<file path="src/rtl/avrg_ctrl_multi.sv">
// Multi-channel averaging controller: scans CHANNELS sensor inputs on each prescaler tick,
// accumulates 2^LOG2_WIN scans per channel and emits one rounded average per channel.
module avrg_ctrl_multi #(
  parameter  int CHANNELS = 4,
  parameter  int DATA_W   = 12,
  parameter  int TICK_DIV = 50000000,
  parameter  int LOG2_WIN = 6,
  localparam int CW       = (CHANNELS > 1) ? $clog2(CHANNELS) : 1
) (
  input  logic              clk,
  input  logic              rst,
  input  logic              en,
  input  logic              clr_ovr,
  output logic              sample_req,
  output logic [CW-1:0]     sample_ch,
  input  logic              sample_ack,
  input  logic [DATA_W-1:0] sample_data,
  output logic              avrg_valid,
  output logic [CW-1:0]     avrg_ch,
  output logic [DATA_W-1:0] avrg_data,
  output logic              busy,
  output logic              overrun
);

  localparam int ACC_W = DATA_W + LOG2_WIN;
  localparam int CNT_W = (TICK_DIV > 1) ? $clog2(TICK_DIV) : 1;

  localparam logic [CNT_W-1:0] TICK_LAST = CNT_W'(TICK_DIV - 1);
  localparam logic [CW-1:0]    LAST_CH   = CW'(CHANNELS - 1);
  localparam logic [ACC_W:0]   HALF      = (ACC_W + 1)'(2 ** (LOG2_WIN - 1));

  localparam logic [2:0] S_IDLE = 3'd0;
  localparam logic [2:0] S_CLR  = 3'd1;
  localparam logic [2:0] S_WAIT = 3'd2;
  localparam logic [2:0] S_REQ  = 3'd3;
  localparam logic [2:0] S_GAP  = 3'd4;
  localparam logic [2:0] S_LAST = 3'd5;
  localparam logic [2:0] S_AVRG = 3'd6;

  logic [2:0]          state;
  logic [CNT_W-1:0]    cnt;
  logic [CW-1:0]       ch;
  logic [LOG2_WIN-1:0] scan;
  logic [ACC_W-1:0]    acc [CHANNELS];
  logic                tick;
  logic                lost_tick;
  logic [ACC_W:0]      round_sum;
  logic [DATA_W-1:0]   avrg_next;

  always_comb begin
    tick      = (state != S_IDLE) && (state != S_CLR) && (cnt == TICK_LAST);
    lost_tick = tick && ((state == S_REQ) || (state == S_GAP) ||
                         (state == S_LAST) || (state == S_AVRG));
  end

  // The extra top bit keeps the half-up rounding add from wrapping at full scale.
  assign round_sum = {1'b0, acc[ch]} + HALF;
  assign avrg_next = DATA_W'(round_sum >> LOG2_WIN);

  assign sample_req = (state == S_REQ);
  assign sample_ch  = ch;
  assign busy       = (state != S_IDLE);

  always_ff @(posedge clk or negedge rst) begin
    if (!rst) begin
      cnt <= '0;
    end else if ((state == S_IDLE) || (state == S_CLR) || tick) begin
      cnt <= '0;
    end else begin
      cnt <= cnt + 1'b1;
    end
  end

  always_ff @(posedge clk or negedge rst) begin
    if (!rst) begin
      overrun <= 1'b0;
    end else if (lost_tick) begin
      overrun <= 1'b1;
    end else if (clr_ovr) begin
      overrun <= 1'b0;
    end
  end

  always_ff @(posedge clk or negedge rst) begin
    if (!rst) begin
      state      <= S_IDLE;
      ch         <= '0;
      scan       <= '0;
      avrg_valid <= 1'b0;
      avrg_ch    <= '0;
      avrg_data  <= '0;
      for (int i = 0; i < CHANNELS; i++) acc[i] <= '0;
    end else begin
      avrg_valid <= 1'b0;
      // Dropping en abandons the window outright; CLR on re-enable wipes any partial sums.
      if ((state != S_IDLE) && !en) begin
        state <= S_IDLE;
      end else begin
        case (state)
          S_IDLE: if (en) state <= S_CLR;
          S_CLR: begin
            ch    <= '0;
            scan  <= '0;
            for (int i = 0; i < CHANNELS; i++) acc[i] <= '0;
            state <= S_WAIT;
          end
          S_WAIT: begin
            if (tick) begin
              ch    <= '0;
              state <= S_REQ;
            end
          end
          S_REQ: begin
            if (sample_ack) begin
              acc[ch] <= acc[ch] + ACC_W'(sample_data);
              if (ch != LAST_CH) begin
                ch    <= ch + 1'b1;
                state <= S_GAP;
              end else begin
                state <= S_LAST;
              end
            end
          end
          S_GAP: state <= S_REQ;
          S_LAST: begin
            if (&scan) begin
              scan  <= '0;
              ch    <= '0;
              state <= S_AVRG;
            end else begin
              scan  <= scan + 1'b1;
              state <= S_WAIT;
            end
          end
          S_AVRG: begin
            avrg_valid <= 1'b1;
            avrg_ch    <= ch;
            avrg_data  <= avrg_next;
            acc[ch]    <= '0;
            if (ch == LAST_CH) begin
              state <= S_WAIT;
            end else begin
              ch <= ch + 1'b1;
            end
          end
          default: state <= S_IDLE;
        endcase
      end
    end
  end

endmodule
</file>
<file path="config.mk">
export PLATFORM = sky130hd
export DESIGN_NAME = avrg_ctrl_multi
export DESIGN_NICKNAME = d
export VERILOG_FILES = /design/src/rtl/avrg_ctrl_multi.sv
export SDC_FILE = /design/constraint.sdc
export NUM_CORES = 1
export LEC_CHECK = 0
export BUFFER_PORTS_ARGS = -buffer_cell sky130_fd_sc_hd__buf_2
export CAP_MARGIN = 20
export CORE_UTILIZATION = 60
export CTS_BUF_LIST = sky130_fd_sc_hd__clkbuf_8
export CTS_CLUSTER_SIZE = 10
export DETAILED_ROUTE_END_ITERATION = 10
export PLACE_DENSITY_LB_ADDON = 0.1
export SLEW_MARGIN = 15
export SYNTH_ARGS = -nofsm -noshare
export SYNTH_HDL_FRONTEND = slang
export SYNTH_SLANG_ARGS = --single-unit
</file>
<file path="constraint.sdc">
create_clock -name clk -period 4.7 [get_ports clk]
set_input_delay 0.235 -clock clk [delete_from_list [all_inputs] [get_ports clk]]
set_output_delay 0.235 -clock clk [all_outputs]
set_load 0.005 [all_outputs]
</file>
# [Word level (Yosys, flattened, before mapping)]
# Index checks and enable logic that the tools add are counted.
[totals] output_inout_bits=20 ff_bits=125 rom_bits=0 in_bits=17 mem_count=0 latch_bits=0 wordCells=94 ramBits=0
[op_classes] n_mux=29 bitwise=4 addsub=5 shift=0 multipliers=0 magnitude_cmp=2 div_mod_pow=0 n_reduce_logical=23 eq_ne=19
[ops] operator="$pmux W72 S3" n=1
[ops] operator="$and A72 B72 Y72" n=1
[ops] operator="$bwmux W72" n=1
[ops] operator="$mux W72" n=1
[ops] operator="$not A72 Y72" n=1
[ops] operator="$mux W18" n=3
[ops] operator="$bmux W18 S2" n=1
[ops] operator="$demux W18 S2" n=1
[ops] operator="$add A26 B1 Y26 const B" n=1
[ops] operator="$eq A26 B26 Y1 const B" n=1
[ops] operator="$mux W26" n=1
[ops] operator="$pmux W3 S7" n=1
[ops] operator="$add A18 B12 Y18" n=1
[ops] operator="$add A18 B6 Y18 const B" n=1
[ops] operator="$mux W3" n=6
[ops] operator="$pmux W6 S2" n=1
[ops] operator="$mux W2" n=5
[ops] operator="$pmux W2 S5" n=1
[ops] operator="$eq A3 B3 Y1 const B" n=3
[ops] operator="$ne A3 B1 Y1 const B" n=3
[ops] operator="$reduce_and A7 Y1" n=1
[ops] operator="$add A6 B1 Y6 const B" n=1
[ops] operator="$eq A3 B2 Y1 const B" n=2
[ops] operator="$mux W6" n=1
[ops] operator="23 further kinds" n=42

# [Logic depth before layout (Yosys ltp)]
# Gate-level depths: netlist (run 1).
[depth] word_depth=8 depth_mapped=12

# [Worst setup path after synthesis (run 1)]
# Ideal clock, no wire load.
[synth_timing] path_type="flip-flop to flip-flop" start="register ch[0] (netlist: sample_ch[0])" end="register acc[33] (netlist bit)" synth_period_minus_slack_ns=2.953 path_stages_with_launch=12 path_slack_ns=1.747 required_ns=4.568 arrival_ns=2.822 n_path_buf=3 setup_ns=0.132 cell_sequence="dfrtp_1 buf_6 buf_12 mux4_2 ha_1 clkbuf_1 a21o_1 a211o_1 a21o_1 o211ai_1 xor2_1 o21ai_0"
[synth_between] elab_chain_cells=8 word_cells_on_any_way=15
[synth_lines] item="start: declaration" line_no="42" text="logic [CW-1:0] ch;"
[synth_lines] item="start signal: assignment" line_no="117" text="ch <= ch + 1'b1;"
[synth_lines] item="start signal: assignment" line_no="143" text="ch <= ch + 1'b1;"
[synth_lines] item="$not A2 Y3 (not written as such) (*)" line_no="115, 139"
[synth_lines] item="$bmux W18 S2, or another cell as far along" line_no="115" text="acc[ch] <= acc[ch] + ACC_W'(sample_data);"
[synth_lines] item="$mux W18 (not written as such) / $logic_and A1 B1 Y1 (equally long branches)" line_no="115, 139"
[synth_lines] item="$mux W18 (on tied branches)" line_no="115, 139"
[synth_lines] item="$add A18 B12 Y18 / $demux W18 S2 (equally long branches)" line_no="115, 139"
[synth_lines] item="$bwmux W72 / $not A72 Y72 (equally long branches)"
[synth_lines] item="$mux W72 / $and A72 B72 Y72 (equally long branches)"
[synth_lines] item="$pmux W72 S3 (*)" line_no="99" text="case (state)"
[synth_lines] item="end signal: indexed assignment" line_no="115"
[synth_lines] item="end: declaration" line_no="44" text="logic [ACC_W-1:0] acc [CHANNELS];"
# Every way passes the cells marked *; elsewhere a longest branch is shown, timed or not. The select of a mux whose other input is x is not followed.
# A chain may end at the register's enable or synchronous reset.

# [Worst setup path after layout (run 1)]
[layout_timing] start="register ch[0] (netlist: sample_ch[0])" end="register acc[47] (netlist bit)"
# The elaborated chain is that of the path after synthesis.

==> results of run 1 <==
-- layout by cell type (no fill, tap or decap), types with 3 or more instances in the layout --
cell type	n
dfrtp_1	125
nand2_1	79
o21ai_0	45
nor2_1	44
a22o_1	41
buf_2	35
xor2_1	28
nand3_1	23
xnor2_1	23
ha_1	19
clkbuf_8	19
mux4_2	16
a21oi_1	16
inv_1	15
a21o_1	9
o21ai_1	8
nand4_1	7
and2_1	7
and3_1	6
nor3_1	6
o211ai_1	5
bufinv_16	5
o22ai_1	4
nand2b_1	4
nor2b_1	4
a32o_1	4
mux2i_1	4
buf_4	4
o21a_1	3
clkinv_2	3
-- where the power goes --
group | internal [mW] | switching, mW
registers | 1.10 | 0.0299
clock network | 0.653 | 0.431
logic | 0.124 | 0.208
-- layout make-up --
cell class	instances	area, sq um
multi-input combinational	443	3178
sequential	125	3128
tap	136	170.2
inverter	14	52.55
fill	820	3183
clock inverter	12	193.9
clock buffer	19	261.5
timing repair buffer	43	249.0
-- flip-flops by register name, indices dropped and copies added, names as in the netlist --
register    count
state           3
scan            6
acc            72
avrg_ch         2
avrg_valid      1
avrg_data      12
sample_ch       2
overrun         1
cnt            26
-- metal layers --
metal  track usage [%]  up-vias
li1                  -     2257
met2             47.01      139
met1             37.64     2423
met5                 0        -
met3             8.890       19
met4             10.52        0
-- through the flow --
| stage | worst slack, ns | std cells | instance area (sq um) | utilization [%] |
|---|---|---|---|---|
| 2_1_floorplan | 1.747 | 608 | 6489 | - |
| 3_3_place_gp | 1.085 | 757 | 6734 | 64.65 |
| 3_5_place_dp | 1.046 | 757 | 6734 | 64.65 |
| 4_1_cts | 1.002 | 790 | 7209 | 69.21 |
| 5_1_grt | 0.7647 | 792 | 7233 | 69.44 |
| 6_report | 1.127 | 792 | 7233 | 69.44 |
-- kinds of logic (layout without fill, tap and decap cells) --
logic type      after synthesis  in the layout  share of synthesized area, %
mux                          23             23                         7.154
xor+xnor                     52             52                         7.135
compound gates              148            148                         15.66
fa+ha+maj                    20             20                         3.972
flops                       125            125                         48.21
buf+inv                      40             88                         2.815
simple gates                200            200                         15.06
-- worst min path at each step --
stage                to  slack (ns)  cells after the start
4_1_cts        state[1]        0.11                      2
3_3_place_gp    overrun        0.43                      2
5_1_grt        state[1]        0.13                      2
3_5_place_dp    overrun        0.45                      2
6_report       state[1]        0.12                      2
2_1_floorplan    acc[0]       -0.06                      0
-- critical path, cell delays in order (launching register included) --
cell and delay, ns:
dfrtp_1 0.65, buf_4 0.39, mux4_2 0.56, ha_1 0.30, a211o_1 0.31, a211o_1 0.32, a21boi_0 0.28, o21ai_0 0.16
xnor2_1 0.32, o21ai_0 0.15
==> flow_summary.ini, run 1 <==
[clock_tree]
ctsResizeCount = 0
cts.clk_slew.worst_paths_ns = 0.07
clkSinkCount = 125
hold_buffers = 2
cts_tree = yes
root_buffer = clkbuf_8
h-tree-depth = 4
post_cts_buffers = 0
cts_made_buffers = 17
clk_latency_ns = 0.46
clk_path_buf_depth = 2

[drt]
via_per_inst = 6.109
highest_layer = met4
routed_wl_um = 14660
antenna_left = 0
drc = 0
dr.pass1.iters = 5
route.met3.wl_um = 925
dr_wl_met2_um = 7123
num_vias = 4838
wl_per_cell_um = 18.51
drt-met1-wl_um = 6394
drt_iter0_drc = 301

[timing]
clock.fmax_ghz = 0.2798
worst_clock_skew_ns = 0.008778
rsz0062_at_grt = false
final_hold_viol_count = 0
finalSetupViolCount = 0
setup_tns_ns = 0
min_period_over_period_pct = 76.03
slew_viol_final = 0
hold-worst-slack_ns = 0.1229
max-slew-margin-rel_pct = 34.63
tightest_slew_ns = 0.9804
period_minus_slack_ns = 3.573

[worst_setup_path]
r2r-end = acc[47]
r2r_start = sample_ch[0]
startpoint = sample_ch[0]
cp-endpoint = acc[47]
path_class = flop to flop
worstPathMaxFanout = 15
start_kind = flop
crit_required_ns = 5.02
arrival_ns = 3.90
regToRegSetupSlack_ns = 1.13
worst_setup_path_end_kind = flop
reg2regPathDepth = 9

[hold_path]
min_path_type = input port to flop
min-delay-start = en

[layout]
nNetsFinal = 681
diodes = 0
drive_above_1_share_pct = 15.85
area_growth_pct = 11.47

[synth]
synth_seq_cells = 125
ys_top_cells_by_area = dfrtp_1 48%, mux4_2 5.6%, a22o_1 5.5%, nand2_1 4.6%, xor2_1 3.8%
syn_area_per_cell_sq_um = 10.67
synth_most_common_cell = dfrtp_1
yosys_most_used_dff = dfrtp_1
synth_edf_count = 0
seq_area_frac_synth_pct = 48.21
synthesis.nets = 645
synthArstFlopShare_pct = 100.0
synth_area_leader_cell = dfrtp_1
syn_inst = 608
netlist_area_sq_um = 6489
yosys.area.top_type_share_pct = 48.21
synth_cell_types = 60
yosys-top-cells-count = 125 x dfrtp_1, 79 x nand2_1, 45 x o21ai_0
yosysWarnings = 0

[grt]
grt_pass1_vias = 5123
gr-usage-all-layers_pct = 29.24
overflow = 0
antenna_found_initial = 0
grt_max_degree = 80
grt_pass1_wl_um = 25010

[place]
detailed_place_hpwl_um = 9630
routabilityCongestion = 0.9036
portBuffers = 36

[floorplanning]
die_w_um = 106.0
rows = 37
placeableCoreArea_sq_um = 10420
die_area_sq_um = 11230
die_y_um = 106.0
start_util_pct = 62.29
boundaryPins = 37

[power]
p_leak_nw = 3.313
p_per_area_nw_per_um2 = 351.7
power.total_mw = 2.544
vdd_drop_max_mv = 0.2497

[outcome]
status = finished clean

[job]
maxCapViolCount = 0
(Power assumes the default switching activity.)
==> inputs of run 2 (changes only) <==
--- a/config.mk
+++ b/config.mk
@@ -7,7 +7,7 @@
 export LEC_CHECK = 0
 export BUFFER_PORTS_ARGS = -buffer_cell sky130_fd_sc_hd__buf_2
 export CAP_MARGIN = 20
-export CORE_UTILIZATION = 60
+export CORE_UTILIZATION = 57
 export CTS_BUF_LIST = sky130_fd_sc_hd__clkbuf_8
 export CTS_CLUSTER_SIZE = 10
 export DETAILED_ROUTE_END_ITERATION = 10
==> constraint.sdc (replaced) <==
create_clock -name clk -period 3.05 [get_ports clk]
set_input_delay 0.1525 -clock clk [delete_from_list [all_inputs] [get_ports clk]]
set_output_delay 0.1525 -clock clk [all_outputs]
set_load 0.005 [all_outputs]
==> run 2 against run 1 <==
Compared with the run above:
- core utilization is 2.8 points lower
- first-iteration DRC count decreased by 8.0%
- hold slack worse by 0.060 ns
- combinational power is 73% higher
- highest routed layer unchanged
==> flow_summary.ini, run 2 (same netlist as run 1, synthesis figures left out) <==
[timing]
slew_viol_final = 0
final_hold_viol_count = 0
clock.fmax_ghz = 0.3439
rsz0062_at_grt = true
finalSetupViolCount = 0
min_period_over_period_pct = 95.34
worst_clock_skew_ns = 0.007819
period_minus_slack_ns = 2.908
hold-worst-slack_ns = 0.06310
max-slew-margin-rel_pct = 31.78
tightest_slew_ns = 1.023
final.setup.worst_slack_ns = 0.1423

[worst_setup_path]
arrival_ns = 3.23
max_stage_delay_ns = 0.51
r2r_start = sample_ch[0]
crit_slowest_cell = mux4_2
start_kind = flop
path_buf_inv = 2
crit_family = compound AO/OA/AOI/OAI gates
reg2regPathDepth = 10
crit_top_cell = a21o_1
r2r-end = acc[33]
worst_setup_path_end_kind = flop
worstPathMaxFanout = 11
path_class = flop to flop
regToRegSetupSlack_ns = 0.14
crit_required_ns = 3.37
cp_cell_sequence = buf_12, buf_4, mux4_2, ha_1, a21o_1, a211o_1, a21o_1, o211ai_1, xor2_1, o21ai_0

[outcome]
status = finished clean

[grt]
overflow = 0
gr-usage-all-layers_pct = 26.90
grt_pass1_wl_um = 23870
grt_pass1_vias = 4842
antenna_found_initial = 0
grt_max_degree = 75

[clock_tree]
clk_path_buf_depth = 2
cts_tree = yes
clk_latency_ns = 0.44
h-tree-depth = 4
cts.clk_slew.worst_paths_ns = 0.07
cts_made_buffers = 17
root_buffer = clkbuf_8
clkSinkCount = 125

[floorplanning]
die_w_um = 108.7
boundaryPins = 37
rows = 38
placeableCoreArea_sq_um = 10980
die_area_sq_um = 11810
die_y_um = 108.7
start_util_pct = 59.08

[place]
portBuffers = 36
dp_cells = 770
placed_cell_area_sq_um = 6844
detailed_place_hpwl_um = 9427
routabilityCongestion = 0.8089
post-place-ws_ns = 0.04879

[layout]
layout_commonest_cell = dfrtp_1
reg_top3 = acc: 72 flops, cnt: 26 flops, avrg_data: 12 flops
fillers = 853
area_growth_pct = 12.80
drive_above_1_share_pct = 17.65
design_area_sq_um = 7320
multi_input_area_sq_um = 3244
final_cell_mix = 124 x dfrtp_1, 79 x nand2_1, 44 x nor2_1, 44 x o21ai_0, 41 x a22o_1
diodes = 0
regArea_sq_um = 3129
nNetsFinal = 691
fin_util_pct = 66.64
fin_cells = 803
largest_register = acc
largest_register_ff_count = 72

[hold_path]
min-delay-start = en
min_path_cells = 2
hold_path_end = state[1]
min_path_type = input port to flop

[drt]
via_per_inst = 5.971
drc = 0
routed_wl_um = 14270
antenna_left = 0
dr.pass1.iters = 4
num_vias = 4795
wl_per_cell_um = 17.77
drt_iter0_drc = 277

[power]
vdd_drop_max_mv = 0.3709
p_leak_nw = 3.350
p_per_area_nw_per_um2 = 495.7

[job]
maxCapViolCount = 0
==> run 2: final cells by class <==
class                      instances  area share, %
clock buffer                      19          3.573
clock inverter                     9          1.179
inverter                          14         0.7179
multi-input combinational        443          44.32
sequential                       125          42.75
tap                              140          2.393
timing repair buffer              53          5.060
==> run 2: power breakdown <==
| group | leakage [nW] | switching (mW) | internal [mW] |
|---|---|---|---|
| Sequential | 1.74 | 0.0349 | 1.69 |
| Combinational | 1.41 | 0.345 | 0.230 |
| Clock | 0.202 | 0.595 | 0.729 |
| Total | 3.35 | 0.975 | 2.65 |
==> run 2: how the worst max path moves through the flow <==
stage | start | to | cells after the start
final | sample_ch[0] | acc[33] | 10
after global routing | sample_ch[0] | acc[69] | 10
after CTS | sample_ch[0] | acc[16] | 10
after detailed placement | sample_ch[0] | acc[29] | 9
after global placement | sample_ch[0] | acc[34] | 10
after floorplan | sample_ch[0] | acc[33] | 11
==> run 2: what timing repair did <==
action                     in CTS  in global routing
setup buffers                   0                  2
setup endpoints to repair       0                 37
hold endpoints to repair       52                  0
resized for setup               0                 14
hold buffers                    2                  0
==> run 2: worst reg2reg max path, stage by stage, from the launching register on <==
cell      delay, ns
dfrtp_2        0.39
buf_12         0.16
buf_4          0.14
mux4_2         0.51
ha_1           0.35
a21o_1         0.20
a211o_1        0.25
a21o_1         0.22
o211ai_1       0.20
xor2_1         0.26
o21ai_0        0.12
==> run 2: per-stage QoR <==
| stage | TNS (ns) | power, mW |
|---|---|---|
| floorplan | 0 | 2.131 |
| global placement | 0 | 2.293 |
| detailed placement | 0 | 2.300 |
| CTS | 0 | 3.628 |
| global route | -0.06588 | 3.792 |
| finish | 0 | 3.628 |
==> run 2: layer usage <==
layer	track usage, %	up-vias	share of wire [%]
met5	0	-	0
met4	8.977	0	0.98
met3	6.515	11	6.0
met2	42.00	133	48
met1	37.03	2377	45
li1	-	2274	-
